--- config.mk ---
export PLATFORM = sky130hd
export DESIGN_NAME = conv_layer_seq_flat
export DESIGN_NICKNAME = d
export VERILOG_FILES = /design/src/rtl/conv_layer_seq_if.sv /design/src/rtl/conv_layer_seq.sv /design/src/flat_wrapper.sv
export SDC_FILE = /design/constraint.sdc
export NUM_CORES = 1
export LEC_CHECK = 0
export ABC_AREA = 0
export CAP_MARGIN = 20
export CORE_AREA = 3 3 180 182
export CTS_BUF_LIST = sky130_fd_sc_hd__clkbuf_8
export DETAILED_ROUTE_END_ITERATION = 8
export DIE_AREA = 0 0 183 185
export DONT_BUFFER_PORTS = 1
export PLACE_DENSITY = 0.38
export SLEW_MARGIN = 40
export SYNTH_ARGS = -nofsm -noshare
export SYNTH_HDL_FRONTEND = slang
export SYNTH_SLANG_ARGS = --single-unit
--- constraint.sdc ---
create_clock -name clk -period 2.3 [get_ports clk]
set_input_delay 0.23 -clock clk [delete_from_list [all_inputs] [get_ports clk]]
set_output_delay 0.23 -clock clk [all_outputs]
set_load 0.05 [all_outputs]
--- src/rtl/conv_layer_seq_if.sv ---
// Input word stream between the DMA input path and the conv layer sequencer.
// The source drives valid/data, the sequencer answers with ready.
interface conv_layer_seq_if #(
    parameter int DATA_W = 128
);
    logic              in_valid;
    logic              in_ready;
    logic [DATA_W-1:0] in_data;

    modport master (
        output in_valid,
        output in_data,
        input  in_ready
    );

    modport slave (
        input  in_valid,
        input  in_data,
        output in_ready
    );
endinterface

--- src/rtl/conv_layer_seq.sv ---
// Conv layer sequencer: latches layer geometry on start, streams image and
// weight words into the conv layer RAM write ports, kicks off the conv layer,
// counts its output FIFO writes and reports completion.
module conv_layer_seq #(
    parameter logic [2:0] C1_STATE  = 3'd1,
    parameter int         WGT_WORDS = 25,
    parameter int         KSIZE     = 5
) (
    input  logic                   clk,
    input  logic                   rst_n,
    input  logic                   start,
    input  logic                   abort,
    input  logic [5:0]             cfg_W,
    input  logic [5:0]             cfg_H,
    input  logic [4:0]             cfg_C,
    conv_layer_seq_if.slave        s_in,
    output logic [5:0]             W,
    output logic [5:0]             H,
    output logic [4:0]             C,
    output logic [2:0]             cnn_state,
    output logic                   ramImage_en,
    output logic                   ramImage_we,
    output logic [9:0]             ramImage_addrW,
    output logic [127:0]           ramImage_din,
    output logic                   ramWeight_en,
    output logic                   ramWeight_we,
    output logic [4:0]             ramWeight_addrW,
    output logic [127:0]           ramWeight_din,
    output logic                   convStart,
    input  logic                   convFinish,
    input  logic                   wfifo_wen,
    output logic                   busy,
    output logic                   done,
    output logic                   cfg_err,
    output logic [9:0]             out_cnt
);

    localparam logic [4:0] WGT_LAST = 5'(WGT_WORDS - 1);
    localparam logic [9:0] KM1      = 10'(KSIZE - 1);

    typedef enum logic [2:0] {
        S_IDLE,
        S_LD_IMG,
        S_LD_WGT,
        S_CONV,
        S_DRAIN
    } state_t;

    state_t       r_state;
    logic [9:0]   r_img_addr;
    logic [4:0]   r_wgt_addr;
    logic [10:0]  r_img_words;
    logic [9:0]   r_out_words;
    logic [9:0]   r_out_cnt;
    logic         r_in_ready;
    logic         r_busy;
    logic         r_done;
    logic         r_cfg_err;
    logic         r_conv_start;
    logic [5:0]   r_W;
    logic [5:0]   r_H;
    logic [4:0]   r_C;
    logic [2:0]   r_cnn_state;

    logic         w_accept;
    logic         w_img_wr;
    logic         w_wgt_wr;
    logic         w_img_last;
    logic         w_wgt_last;
    logic         w_cfg_ok;
    logic         w_cnt_en;
    logic [10:0]  w_img_words;
    logic [9:0]   w_out_words;

    // Output word counter never runs past the expected plane size.
    function automatic logic [9:0] sat_inc(input logic [9:0] cnt, input logic [9:0] lim);
        return (cnt >= lim) ? lim : cnt + 10'd1;
    endfunction

    assign w_cfg_ok = (cfg_W >= 6'd5) && (cfg_W <= 6'd32) &&
                      (cfg_H >= 6'd5) && (cfg_H <= 6'd32) &&
                      (cfg_C != 5'd0) && (cfg_C <= 5'd16);

    // 32x32 = 1024 needs the full 11 bits; the output plane tops out at 28x28 = 784.
    assign w_img_words = {5'd0, cfg_W} * {5'd0, cfg_H};
    assign w_out_words = ({4'd0, cfg_W} - KM1) * ({4'd0, cfg_H} - KM1);

    // ready is only ever high in the load states, so accept implies a RAM write
    assign w_accept   = s_in.in_valid & r_in_ready;
    assign w_img_wr   = w_accept & (r_state == S_LD_IMG);
    assign w_wgt_wr   = w_accept & (r_state == S_LD_WGT);
    assign w_img_last = ({1'b0, r_img_addr} == (r_img_words - 11'd1));
    assign w_wgt_last = (r_wgt_addr == WGT_LAST);
    assign w_cnt_en   = wfifo_wen & ((r_state == S_CONV) || (r_state == S_DRAIN));

    // RAM writes are issued combinationally in the accept cycle; buses idle at zero.
    assign ramImage_en     = w_img_wr;
    assign ramImage_we     = w_img_wr;
    assign ramImage_addrW  = w_img_wr ? r_img_addr : 10'd0;
    assign ramImage_din    = w_img_wr ? s_in.in_data : 128'd0;
    assign ramWeight_en    = w_wgt_wr;
    assign ramWeight_we    = w_wgt_wr;
    assign ramWeight_addrW = w_wgt_wr ? r_wgt_addr : 5'd0;
    assign ramWeight_din   = w_wgt_wr ? s_in.in_data : 128'd0;

    assign s_in.in_ready = r_in_ready;
    assign busy          = r_busy;
    assign done          = r_done;
    assign cfg_err       = r_cfg_err;
    assign convStart     = r_conv_start;
    assign out_cnt       = r_out_cnt;
    assign W             = r_W;
    assign H             = r_H;
    assign C             = r_C;
    assign cnn_state     = r_cnn_state;

    // Sequencer FSM with registered status outputs; abort overrides every transition.
    always_ff @(posedge clk or negedge rst_n) begin
        if (!rst_n) begin
            r_state      <= S_IDLE;
            r_img_addr   <= 10'd0;
            r_wgt_addr   <= 5'd0;
            r_img_words  <= 11'd0;
            r_out_words  <= 10'd0;
            r_out_cnt    <= 10'd0;
            r_in_ready   <= 1'b0;
            r_busy       <= 1'b0;
            r_done       <= 1'b0;
            r_cfg_err    <= 1'b0;
            r_conv_start <= 1'b0;
            r_W          <= 6'd0;
            r_H          <= 6'd0;
            r_C          <= 5'd0;
            r_cnn_state  <= 3'd0;
        end else begin
            r_done       <= 1'b0;
            r_cfg_err    <= 1'b0;
            r_conv_start <= 1'b0;
            if (w_cnt_en) begin
                r_out_cnt <= sat_inc(r_out_cnt, r_out_words);
            end

            if (abort) begin
                r_state     <= S_IDLE;
                r_in_ready  <= 1'b0;
                r_busy      <= 1'b0;
                r_cnn_state <= 3'd0;
                r_img_addr  <= 10'd0;
                r_wgt_addr  <= 5'd0;
                r_out_cnt   <= 10'd0;
            end else begin
                case (r_state)
                    S_IDLE: begin
                        if (start) begin
                            if (w_cfg_ok) begin
                                r_W         <= cfg_W;
                                r_H         <= cfg_H;
                                r_C         <= cfg_C;
                                r_img_words <= w_img_words;
                                r_out_words <= w_out_words;
                                r_img_addr  <= 10'd0;
                                r_wgt_addr  <= 5'd0;
                                r_out_cnt   <= 10'd0;
                                r_in_ready  <= 1'b1;
                                r_busy      <= 1'b1;
                                r_cnn_state <= C1_STATE;
                                r_state     <= S_LD_IMG;
                            end else begin
                                r_cfg_err <= 1'b1;
                            end
                        end
                    end
                    S_LD_IMG: begin
                        if (w_img_wr) begin
                            if (w_img_last) begin
                                r_img_addr <= 10'd0;
                                r_state    <= S_LD_WGT;
                            end else begin
                                r_img_addr <= r_img_addr + 10'd1;
                            end
                        end
                    end
                    S_LD_WGT: begin
                        if (w_wgt_wr) begin
                            if (w_wgt_last) begin
                                r_wgt_addr   <= 5'd0;
                                r_in_ready   <= 1'b0;
                                r_conv_start <= 1'b1;
                                r_state      <= S_CONV;
                            end else begin
                                r_wgt_addr <= r_wgt_addr + 5'd1;
                            end
                        end
                    end
                    S_CONV: begin
                        if (convFinish) begin
                            r_state <= S_DRAIN;
                        end
                    end
                    S_DRAIN: begin
                        if (r_out_cnt == r_out_words) begin
                            r_done      <= 1'b1;
                            r_busy      <= 1'b0;
                            r_cnn_state <= 3'd0;
                            r_state     <= S_IDLE;
                        end
                    end
                    default: begin
                        r_state <= S_IDLE;
                    end
                endcase
            end
        end
    end

endmodule

--- src/flat_wrapper.sv ---
// flat-port wrapper written by rule: the top's interface ports become plain ports
module conv_layer_seq_flat 
#(
    parameter logic [2:0] C1_STATE  = 3'd1,
    parameter int         WGT_WORDS = 25,
    parameter int         KSIZE     = 5
)
  (clk, rst_n, start, abort, cfg_W, cfg_H, cfg_C, W, H, C, cnn_state, ramImage_en, ramImage_we, ramImage_addrW, ramImage_din, ramWeight_en, ramWeight_we, ramWeight_addrW, ramWeight_din, convStart, convFinish, wfifo_wen, busy, done, cfg_err, out_cnt, s_in_in_valid, s_in_in_data, s_in_in_ready);
  conv_layer_seq_if s_in_i ();
  input  logic clk;
  input  logic rst_n;
  input  logic start;
  input  logic abort;
  input  logic [5:0] cfg_W;
  input  logic [5:0] cfg_H;
  input  logic [4:0] cfg_C;
  output logic [5:0] W;
  output logic [5:0] H;
  output logic [4:0] C;
  output logic [2:0] cnn_state;
  output logic ramImage_en;
  output logic ramImage_we;
  output logic [9:0] ramImage_addrW;
  output logic [127:0] ramImage_din;
  output logic ramWeight_en;
  output logic ramWeight_we;
  output logic [4:0] ramWeight_addrW;
  output logic [127:0] ramWeight_din;
  output logic convStart;
  input  logic convFinish;
  input  logic wfifo_wen;
  output logic busy;
  output logic done;
  output logic cfg_err;
  output logic [9:0] out_cnt;
  input wire logic [$bits(s_in_i.in_valid)-1:0] s_in_in_valid;
  input wire logic [$bits(s_in_i.in_data)-1:0] s_in_in_data;
  output wire logic [$bits(s_in_i.in_ready)-1:0] s_in_in_ready;
  assign s_in_i.in_valid = s_in_in_valid;
  assign s_in_i.in_data = s_in_in_data;
  assign s_in_in_ready = s_in_i.in_ready;
  conv_layer_seq #(.C1_STATE(C1_STATE), .WGT_WORDS(WGT_WORDS), .KSIZE(KSIZE)) u_core (.clk(clk), .rst_n(rst_n), .start(start), .abort(abort), .cfg_W(cfg_W), .cfg_H(cfg_H), .cfg_C(cfg_C), .s_in(s_in_i), .W(W), .H(H), .C(C), .cnn_state(cnn_state), .ramImage_en(ramImage_en), .ramImage_we(ramImage_we), .ramImage_addrW(ramImage_addrW), .ramImage_din(ramImage_din), .ramWeight_en(ramWeight_en), .ramWeight_we(ramWeight_we), .ramWeight_addrW(ramWeight_addrW), .ramWeight_din(ramWeight_din), .convStart(convStart), .convFinish(convFinish), .wfifo_wen(wfifo_wen), .busy(busy), .done(done), .cfg_err(cfg_err), .out_cnt(out_cnt));
endmodule
## Yosys cells after proc, flatten, opt, wreduce, memory -nomap -nowiden

Index checks and enable logic that the tools add are counted.

- Add/sub/neg operators: 6
- Multiply operators: 2
- Div/mod/pow operators: 0
- Order comparisons: 6
- Equal/unequal tests: 15
- Shifts and indexed selects: 0
- Mux-type cells: 54
- Bitwise gates (word level): 5
- Reductions and logical operators: 17

Operator list:

| cell | count |
|---|---|
| $mux 128 | 2 |
| $mux 10 | 12 |
| $mux 3 | 10 |
| $mux 5 | 6 |
| $add 10x1->10 const B | 2 |
| $pmux 10 s2 | 1 |
| $mux 1 | 18 |
| $reduce_and 4->1 | 4 |
| $ne 3x2->1 const B | 5 |
| $pmux 3 s5 | 1 |
| $sub 6x3->7 const B | 2 |
| $ge 6x3->1 const B | 2 |
| $le 6x6->1 const B | 2 |
| $eq 10x11->1 | 1 |
| $mul 6x6->11 | 1 |
| $sub 11x1->11 const B | 1 |
| $eq 10x10->1 | 1 |
| $ge 10x10->1 | 1 |
| $mul 10x10->10 | 1 |
| $pmux 5 s2 | 1 |
| $ne 3x3->1 const B | 3 |
| $reduce_bool 3->1 | 3 |
| $reduce_and 8->1 | 1 |
| $eq 3x2->1 const B | 2 |
| other kinds (14) | 22 |

- Register bits: 74
- Latch bits: 0
- Memory bits (writable): 0
- Memory bits (read-only): 0
- Bits of input ports: 152
- Memories kept: 0

## Logic depth before layout (Yosys ltp)

Gate-level depths: netlist of run 1.

- Depth after elaboration: 10
- Gate-level depth with buffers: 21
- Mapped depth without buffers: 20

## Worst setup path after synthesis of run 1

OpenSTA, ideal clock, no wires.

- Kind: input to register
- From: input cfg_H[2]
- To: register u_core.r_out_words[9]
- Arrival: 4.870 ns
- Data required time: 2.166 ns
- Setup slack: -2.704 ns
- Stages: 20
- Path buffers: 1
- Path through: clkbuf_1 inv_1 ha_1 or2_2 fa_1 inv_1 fa_1 inv_1 fa_1 inv_1 fa_1 inv_1 fa_1 xor2_1 xnor2_1 xnor2_1 xnor3_1 xnor2_1 xnor2_1 o21ai_0

- Longest elaborated chain between the ends: 6
- Elaborated cells on any way between the ends: 9
- Those cells by class: add/sub: 1; mul: 1; order compare: 2; reduce/logical: 5

Ends and longest elaborated chain:

| element | line | text |
|---|---|---|
| start, declared | flat_wrapper.sv:15 | `input logic [5:0] cfg_H;` |
| parallel branches: the longest is 6 deep, another holds $mul 10x10->10 | n/a |  |
| end signal, assigned | conv_layer_seq.sv:160 | `r_out_words <= w_out_words;` |
| end, declared | conv_layer_seq.sv:53 | `logic [9:0] r_out_words;` |

Several ways; the timed one is not identified.
A chain may end at the register's enable or synchronous reset.

## Final worst setup path of run 1

- From: input cfg_W[2]
- To: register u_core.r_out_words[9]

- Longest elaborated chain between the ends: 7
- Elaborated cells on any way between the ends: 10
- Those cells by class: add/sub: 1; mul: 1; order compare: 2; reduce/logical: 6

Ends and longest elaborated chain:

| element | line | text |
|---|---|---|
| start, declared | flat_wrapper.sv:14 | `input logic [5:0] cfg_W;` |
| parallel branches: the longest is 7 deep, another holds $mul 10x10->10 | n/a |  |

Several ways; the timed one is not identified.

==> out/qor.tcl, run 1 <==
set qor(placement.io_buffers) 0
set qor(violations_in_the_final_reports) {setup timing}
set qor(synth_top_cells_by_area) {and2_1, dfrtp_1, ha_1}
set qor(io_pins) 462
set qor(syn_inst) 999
set qor(global_route_wire_length_before_repair_um) 57700
set qor(count_of_h_tree_levels_built_during_cts) 3
set qor(holdCritPathClass) {in2reg}
set qor(grt_max_degree) 71
set qor(root_buffer) {clkbuf_8}
set qor(drive_gt1_share_pct) 51.7
set qor(design.core.area_sq_um) 30700
set qor(clock-sinks) 69
set qor(setup-violations-final) 23
set qor(timing.final.hold_violations) 0
set qor(die_outline_area_sq_um) 33900
set qor(timing.max_slew.rel_slack_pct) 59.1
set qor(netlist_top_cells_count) {and2_1, inv_1, dfrtp_1, ha_1, nand2_1}
set qor(synth_cell_types) 54
set qor(synth_register_bits) 69
set qor(cp_max_fo) 14
set qor(clk_pin_slew_ns) 0.09
set qor(wl_um) 41600
set qor(post_synthesis_compound_gate_area_fraction_pct) 8.99
set qor(min_period_ns) 4.09
set qor(worst-endpoint-arrival_ns) 4.36
set qor(required_ns) 2.57
set qor(drc) 0
set qor(cts_buffers) 9
set qor(avgSynthCellArea_sq_um) 8.19
set qor(crit_type) {in2reg}
set qor(leakage_power_total_nw) 7.01
set qor(synth_xor_area_share_pct) 5.09
set qor(most_common_cell_in_the_netlist) {and2_1}
set qor(cts_tree) {done}
set qor(min_path_cells) 3
set qor(status) {finished with violations}
set qor(drt_pass1_iterations) 5
set qor(rsz_0062_raised_after_global_routing) {yes}
set qor(grt-ovfl-total) 0
set qor(power_density_nw_per_um2) 472
set qor(gp_congestion) 0.888
set qor(die_width_um) 183
set qor(num_vias) 8351
set qor(final_nets) 1585
set qor(synth_async_sr_flop_share_pct) 100
set qor(dpl.hpwl_um) 33200
set qor(ant_nets) 0
set qor(synth_enable_flop_cells) 0
set qor(finClkSkew_ns) 0.0156
set qor(timing.critical_path.from_type) {primary input}
set qor(synth_top_area_share_pct) 22.5
set qor(post_synth_instance_area_sq_um) 8190
set qor(post_drt_via_cell_ratio) 4.80
set qor(tcrit_tclk_final_pct) 178
set qor(ff2ff_path_depth) 8
set qor(final-instance-count-excl-fill) 1738
set qor(row_count) 64
set qor(post-route-util_pct) 51.2
set qor(drv.max_cap_violation_count) 0
set qor(via_count_of_the_first_global_routing_pass) 8177
set qor(synth.yosys.seq_area_share_pct) 21.1
set qor(synth_mux_area_share_pct) 3.93
set qor(cts_buffer_depth) 2
set qor(placed_cells_incl_taps) 1660
set qor(wl_per_cell_um) 23.9
set qor(synth_warnings) 0
set qor(grt.total_usage_pct) 23.0
set qor(die_h_um) 185
set qor(detail_route.iter0.violations) 459
set qor(critPathCaptureType) {register}
set qor(post_synth_and_or_nand_nor_area_fraction_pct) 35.6
set qor(max_clock_freq_mhz) 245
set qor(starting_density_pct) 26.6
set qor(synth_top_family_by_area) {simple AND/OR/NAND/NOR gates}
set qor(setup_slack_ns) -1.79
set qor(syn2layout_area_growth_pct) 92.3
set qor(insertion_delay_ns) 0.38
set qor(synth_largest_area_cell) {and2_1}
set qor(overall_power_mw) 7.43
set qor(arithmetic_cell_share_of_the_synthesized_area_counting_full_adders_half_adders_and_majority_gates_pct) 18.9
set qor(vdd_ir_drop_max_mv) 0.464
set qor(worst-slew-pin-transition_ns) 0.611
set qor(drv_slew) 0
set qor(synth_top_flop_cell) {dfrtp_1}
set qor(grt_antenna_before_repair) 16
[power breakdown]
group          internal, mW  total [mW]  leakage (nW)  switching (mW)
Clock                 0.495        1.06        0.0964           0.565
Combinational          2.20        4.13          6.01            1.93
Sequential             1.49        2.24         0.897           0.744
Total                  4.19        7.43          7.01            3.24
[area by class of cell]
type	instances	area, sq um
Tap cell	396	495
Timing Repair Buffer	382	6090
Antenna cell	5	12.5
Clock inverter	7	67.6
Multi-Input combinational cell	799	6920
Clock buffer	9	124
Inverter	71	289
Fill cell	2766	15000
Sequential cell	69	1740
[per-layer routing]
| metal | wire length (um) | GRT usage (%) | share of wire, % |
|---|---|---|---|
| met1 | 19000 | 32.3 | 46 |
| met2 | 19600 | 36.6 | 47 |
| met3 | 2540 | 5.58 | 6.1 |
| met4 | 446 | 4.02 | 1.1 |
| met5 | 69 | 0 | 0.17 |
[worst max-delay path, stage by stage]
cell	delay, ns
clkinvlp_4	0.08
ha_4	0.26
or2_2	0.30
fa_1	0.53
inv_1	0.05
ha_1	0.26
inv_1	0.05
fa_1	0.54
inv_1	0.05
fa_1	0.48
inv_1	0.05
fa_2	0.33
xor2_1	0.15
xnor2_1	0.20
xnor2_1	0.15
xnor3_1	0.26
xnor2_1	0.18
xnor2_1	0.14
o21ai_1	0.08
[sequential cells by signal (all words and copies together), names as in the netlist, 3 cells and up]
register            flops
u_core.out_cnt         10
u_core.r_img_addr      10
u_core.r_out_words     10
u_core.r_img_words      9
u_core.H                6
u_core.W                6
u_core.C                5
u_core.r_wgt_addr       5
u_core.r_state          3
[repair_timing]
item                                    4_1_cts  5_1_grt
gates cloned                                  5        5
gates resized for setup                      59      113
endpoints found under the setup margin      264      111
endpoints found under the hold margin        88        0
setup buffers                                15       17
hold buffers                                 17        0
pin swaps                                    37       47
[cell usage in the layout, fill, tap and decap left out, types with 7 or more instances in the layout]
cell type      count
a21o_1             9
a21oi_1           14
a22o_1             7
and2_1           131
and2_2           109
and2_4            54
and3_1            16
buf_12           227
buf_16             9
buf_4            101
buf_6             23
clkbuf_8           9
dfrtp_1           56
dfrtp_2           13
dlygate4sd3_1     16
fa_1              35
ha_1              41
ha_4              20
inv_1             55
inv_2             12
mux2_2            21
nand2_1           54
nand2b_1          10
nand3_1           15
nor2_1            29
nor2b_1           18
nor3_1            10
o21ai_0           30
o21ai_1           10
o21bai_1           8
xnor2_1           29
xor2_1            12
[kinds of logic (layout without fill, tap and decap cells)]
kind of cell	count (synthesis)	after routing
flops	69	69
xor+xnor	46	46
other cells	1	7
compound gates	115	115
mux	29	29
buf+inv	132	469
simple gates	506	506
fa+ha+maj	101	101
[path summary, 6_finish.rpt]
check	start	end	slack, ns
min in group asynchronous	rst_n	u_core.H[0]$_DFFE_PN0P_	0.43
max reg2reg	u_core.r_out_words[1]$_DFFE_PN0P_	u_core.r_img_addr[0]$_DFFE_PN0P_	-0.29
max	cfg_W[2]	u_core.r_out_words[9]$_DFFE_PN0P_	-1.79
min reg2reg	u_core.r_out_words[5]$_DFFE_PN0P_	u_core.r_out_words[5]$_DFFE_PN0P_	0.50
min	abort	u_core.r_wgt_addr[0]$_DFFE_PN0P_	0.10
max in group asynchronous	rst_n	u_core.out_cnt[3]$_DFF_PN0_	1.53
[through the flow]
| step | hold WS [ns] | worst slack, ns | TNS [ns] | cell area, sq um |
|---|---|---|---|---|
| final | 0.102 | -1.79 | -12.31 | 15700 |
| after global routing | 0.118 | -2.06 | -15.33 | 15700 |
| after CTS | 0.100 | -1.79 | -12.31 | 15100 |
| after detailed placement | -0.0639 | -2.27 | -22.96 | 14200 |
| after global placement | -0.0638 | -2.22 | -22.59 | 14200 |
| after floorplan | -0.0656 | -2.19 | -14.80 | 8800 |
No activity file was read; power rests on OpenSTA's default activity.
==> run 2: changes to the inputs <==
--- a/config.mk
+++ b/config.mk
@@ -12,6 +12,7 @@
 export DETAILED_ROUTE_END_ITERATION = 8
 export DIE_AREA = 0 0 183 185
 export DONT_BUFFER_PORTS = 1
+export MAX_ROUTING_LAYER = met4
 export PLACE_DENSITY = 0.38
 export SLEW_MARGIN = 40
 export SYNTH_ARGS = -nofsm -noshare
==> constraint.sdc (replaced) <==
create_clock -name clk -period 3.7 [get_ports clk]
set_input_delay 0.37 -clock clk [delete_from_list [all_inputs] [get_ports clk]]
set_output_delay 0.37 -clock clk [all_outputs]
set_load 0.05 [all_outputs]
==> out/qor.tcl, run 2 (synthesis results as in run 1) <==
set qor(vdd_ir_drop_max_mv) 0.212 ;# was 0.464 mV
set qor(drv.max_cap_violation_count) 0 ;# unchanged
set qor(violations_in_the_final_reports) {setup timing} ;# unchanged
set qor(starting_density_pct) 26.6 ;# unchanged
set qor(wl_per_cell_um) 26.3 ;# was 23.9 um
set qor(global_route_wire_length_before_repair_um) 52800 ;# was 57700 um
set qor(drive_gt1_share_pct) 18.4 ;# was 51.7%
set qor(power_density_nw_per_um2) 411 ;# was 472 nW/um^2
set qor(setup_slack_ns) -0.509 ;# was -1.79 ns
set qor(leakage_power_total_nw) 4.64 ;# was 7.01 nW
set qor(drv_slew) 0 ;# unchanged
set qor(max_clock_freq_mhz) 238
set qor(final_nets) 1305 ;# was 1585
set qor(syn2layout_area_growth_pct) 19.5 ;# was 92.3%
set qor(grt_max_degree) 140 ;# was 71
set qor(critical_path.n_buffers_inverters) 4 ;# was 5
set qor(placement.io_buffers) 0 ;# unchanged
set qor(timing.critical_path.mode_cell) {fa_1}
set qor(crit_type) {in2reg} ;# unchanged
set qor(critPathCaptureType) {register} ;# unchanged
set qor(layout.cells.most_common) {and2_1} ;# was buf_12
set qor(path_cells) {nor3_4 -> xnor2_2 -> or2_4 -> fa_1 -> inv_1 -> fa_1 -> inv_1 -> fa_1 -> inv_1 -> fa_1 -> inv_2 -> fa_2 -> xor2_1 -> xnor2_1 -> xnor2_1 -> xnor3_1 -> xnor2_2 -> xnor2_1 -> o21ai_1} ;# was clkinvlp_4 -> ha_4 -> or2_2 -> fa_1 -> inv_1 -> ha_1 -> inv_1 -> fa_1 -> inv_1 -> fa_1 -> inv_1 -> fa_2 -> xor2_1 -> xnor2_1 -> xnor2_1 -> xnor3_1 -> xnor2_1 -> xnor2_1 -> o21ai_1
set qor(clock-sinks) 69 ;# unchanged
set qor(grt-ovfl-total) 0 ;# unchanged
set qor(critical-path-top-delay-family) {adder cells} ;# unchanged
set qor(timing.max_slew.rel_slack_pct) 49.1 ;# was 59.1%
set qor(clk_pin_slew_ns) 0.10 ;# was 0.09 ns
set qor(post_drt_via_cell_ratio) 4.89 ;# was 4.80
set qor(dpl.hpwl_um) 32600 ;# was 33200 um
set qor(overall_power_mw) 4.02 ;# was 7.43 mW
set qor(fin_worst_hold_slack_ns) 0.0414 ;# was 0.102 ns
set qor(final-instance-count-excl-fill) 1465 ;# was 1738
set qor(count_of_h_tree_levels_built_during_cts) 3 ;# unchanged
set qor(finClkSkew_ns) 0.0241 ;# was 0.0156 ns
set qor(root_buffer) {clkbuf_8} ;# unchanged
set qor(min_path_cells) 1 ;# was 3
set qor(io_pins) 462 ;# unchanged
set qor(insertion_delay_ns) 0.38 ;# about the same
set qor(n_fill_cell) 3332 ;# was 2766
set qor(cts_tree) {done} ;# unchanged
set qor(design.core.area_sq_um) 30700 ;# unchanged
set qor(die_width_um) 183 ;# unchanged
set qor(tcrit_tclk_final_pct) 114
set qor(die_outline_area_sq_um) 33900 ;# unchanged
set qor(via_count_of_the_first_global_routing_pass) 6872 ;# was 8177
set qor(ant_nets) 0 ;# unchanged
set qor(setup-violations-final) 3 ;# was 23
set qor(ff2ff_path_depth) 9 ;# was 8
set qor(layout.cell_area.non_filler_sq_um) 9780 ;# was 15700 sq um
set qor(num_vias) 7163 ;# was 8351
set qor(rsz_0062_raised_after_global_routing) {yes} ;# unchanged
set qor(detail_route.iter0.violations) 403 ;# was 459
set qor(required_ns) 3.94 ;# was 2.57 ns
set qor(holdCritPathClass) {in2reg} ;# unchanged
set qor(row_count) 64 ;# unchanged
set qor(drc) 0 ;# unchanged
set qor(gp_congestion) 0.817 ;# was 0.888
set qor(cts_buffer_depth) 2 ;# unchanged
set qor(worst_path_largest_cell_delay_ns) 0.50 ;# was 0.54 ns
set qor(cts_buffers) 9 ;# unchanged
set qor(crit_slowest_cell) {fa_1} ;# unchanged
set qor(post-route-util_pct) 31.8 ;# was 51.2%
set qor(grt_antenna_before_repair) 20 ;# was 16
set qor(cp_max_fo) 11 ;# was 14
set qor(layout_common_cells) {and2_1, buf_4, dfrtp_1} ;# was buf_12, and2_1, and2_2
set qor(timing.critical_path.from_type) {primary input} ;# unchanged
set qor(drt_pass1_iterations) 5 ;# unchanged
set qor(die_h_um) 185 ;# unchanged
set qor(count_of_cell_instances_traversed_by_the_critical_path) 19 ;# unchanged
set qor(cell_area_after_placement_sq_um) 9320 ;# was 14200 sq um
set qor(worst-endpoint-arrival_ns) 4.45 ;# was 4.36 ns
set qor(grt.total_usage_pct) 22.2 ;# was 23.0%
set qor(status) {finished with violations} ;# unchanged
set qor(timing.final.hold_violations) 0 ;# unchanged
set qor(worst-slew-pin-transition_ns) 0.756 ;# was 0.611 ns
set qor(placed_cells_incl_taps) 1432 ;# was 1660
set qor(wl_um) 38600 ;# was 41600 um
set qor(min_period_ns) 4.21
-- run 2: changes by cell type in the layout (fill, tap and decap cells not counted), moves of 8 or more --
| cell | before | now |
|---|---|---|
| and2_2 | 109 | 0 |
| dlygate4sd3_1 | 16 | 1 |
| and2_4 | 54 | 1 |
| ha_1 | 41 | 53 |
| buf_12 | 227 | 2 |
| ha_4 | 20 | 10 |
| dfrtp_2 | 13 | 1 |
| buf_6 | 23 | 4 |
| buf_16 | 9 | 1 |
| and2_1 | 131 | 293 |
| o21ai_0 | 30 | 38 |
| dfrtp_1 | 56 | 68 |
-- run 2: path summary, 6_finish.rpt --
| kind | startpoint | endpoint | slack [ns] |
|---|---|---|---|
| hold / removal | abort | u_core.cnn_state[0]$_DFFE_PN0P_ | 0.04 |
| max in group asynchronous | rst_n | u_core.out_cnt[5]$_DFF_PN0_ | 2.82 |
| hold reg to reg | u_core.r_out_words[5]$_DFFE_PN0P_ | u_core.r_out_words[5]$_DFFE_PN0P_ | 0.49 |
| min in group asynchronous | rst_n | u_core.r_img_addr[5]$_DFFE_PN0P_ | 0.56 |
| setup reg to reg | u_core.r_out_words[0]$_DFFE_PN0P_ | u_core.r_img_addr[0]$_DFFE_PN0P_ | 0.58 |
| setup / recovery | cfg_W[4] | u_core.r_out_words[9]$_DFFE_PN0P_ | -0.51 |
-- run 2: cell type report --
cell class / instances / area (sq um) / share of cell area (%)
Clock buffer: 9 / 124 / 1.27
Inverter: 71 / 274 / 2.80
Sequential cell: 69 / 1730 / 17.7
Timing Repair Buffer: 102 / 828 / 8.47
Clock inverter: 7 / 114 / 1.16
Antenna cell: 12 / 30.0 / 0.307
Multi-Input combinational cell: 799 / 6190 / 63.3
Tap cell: 396 / 495 / 5.07
-- run 2: what timing repair did --
item                       in CTS  in global routing
pin swaps                      20                 16
gates resized for setup        12                 15
setup endpoints to repair       4                  5
hold buffers                    2                  0
setup buffers                   0                  3
hold endpoints to repair       69                  0
-- run 2: power breakdown --
group	internal, mW	switching (mW)
Combinational	0.884	0.898
Sequential	0.927	0.520
Clock	0.446	0.341
Total	2.26	1.76
-- run 2: per-layer routing --
layer | track usage (%) | wire length, um
met1 | 29.0 | 17100
met2 | 33.3 | 17500
met3 | 9.35 | 3850
met4 | 2.50 | 165
met5 | - | 0
-- run 2: metrics by stage --
stage	worst slack (ns)	setup TNS (ns)
4_1_cts	-0.537	-1.03
3_5_place_dp	-1.05	-3.64
3_3_place_gp	-1.00	-3.42
6_report	-0.509	-0.971
5_1_grt	-0.715	-1.51
2_1_floorplan	-0.929	-2.80
-- run 2: worst reg2reg max path: stages (launching register included) --
cell      delay, ns
dfrtp_1        0.49
inv_1          0.10
ha_1           0.19
nor3b_1        0.37
nand3_1        0.21
mux2_2         0.31
a311oi_1       0.57
o31ai_4        0.23
nor2_2         0.38
mux2_2         0.23
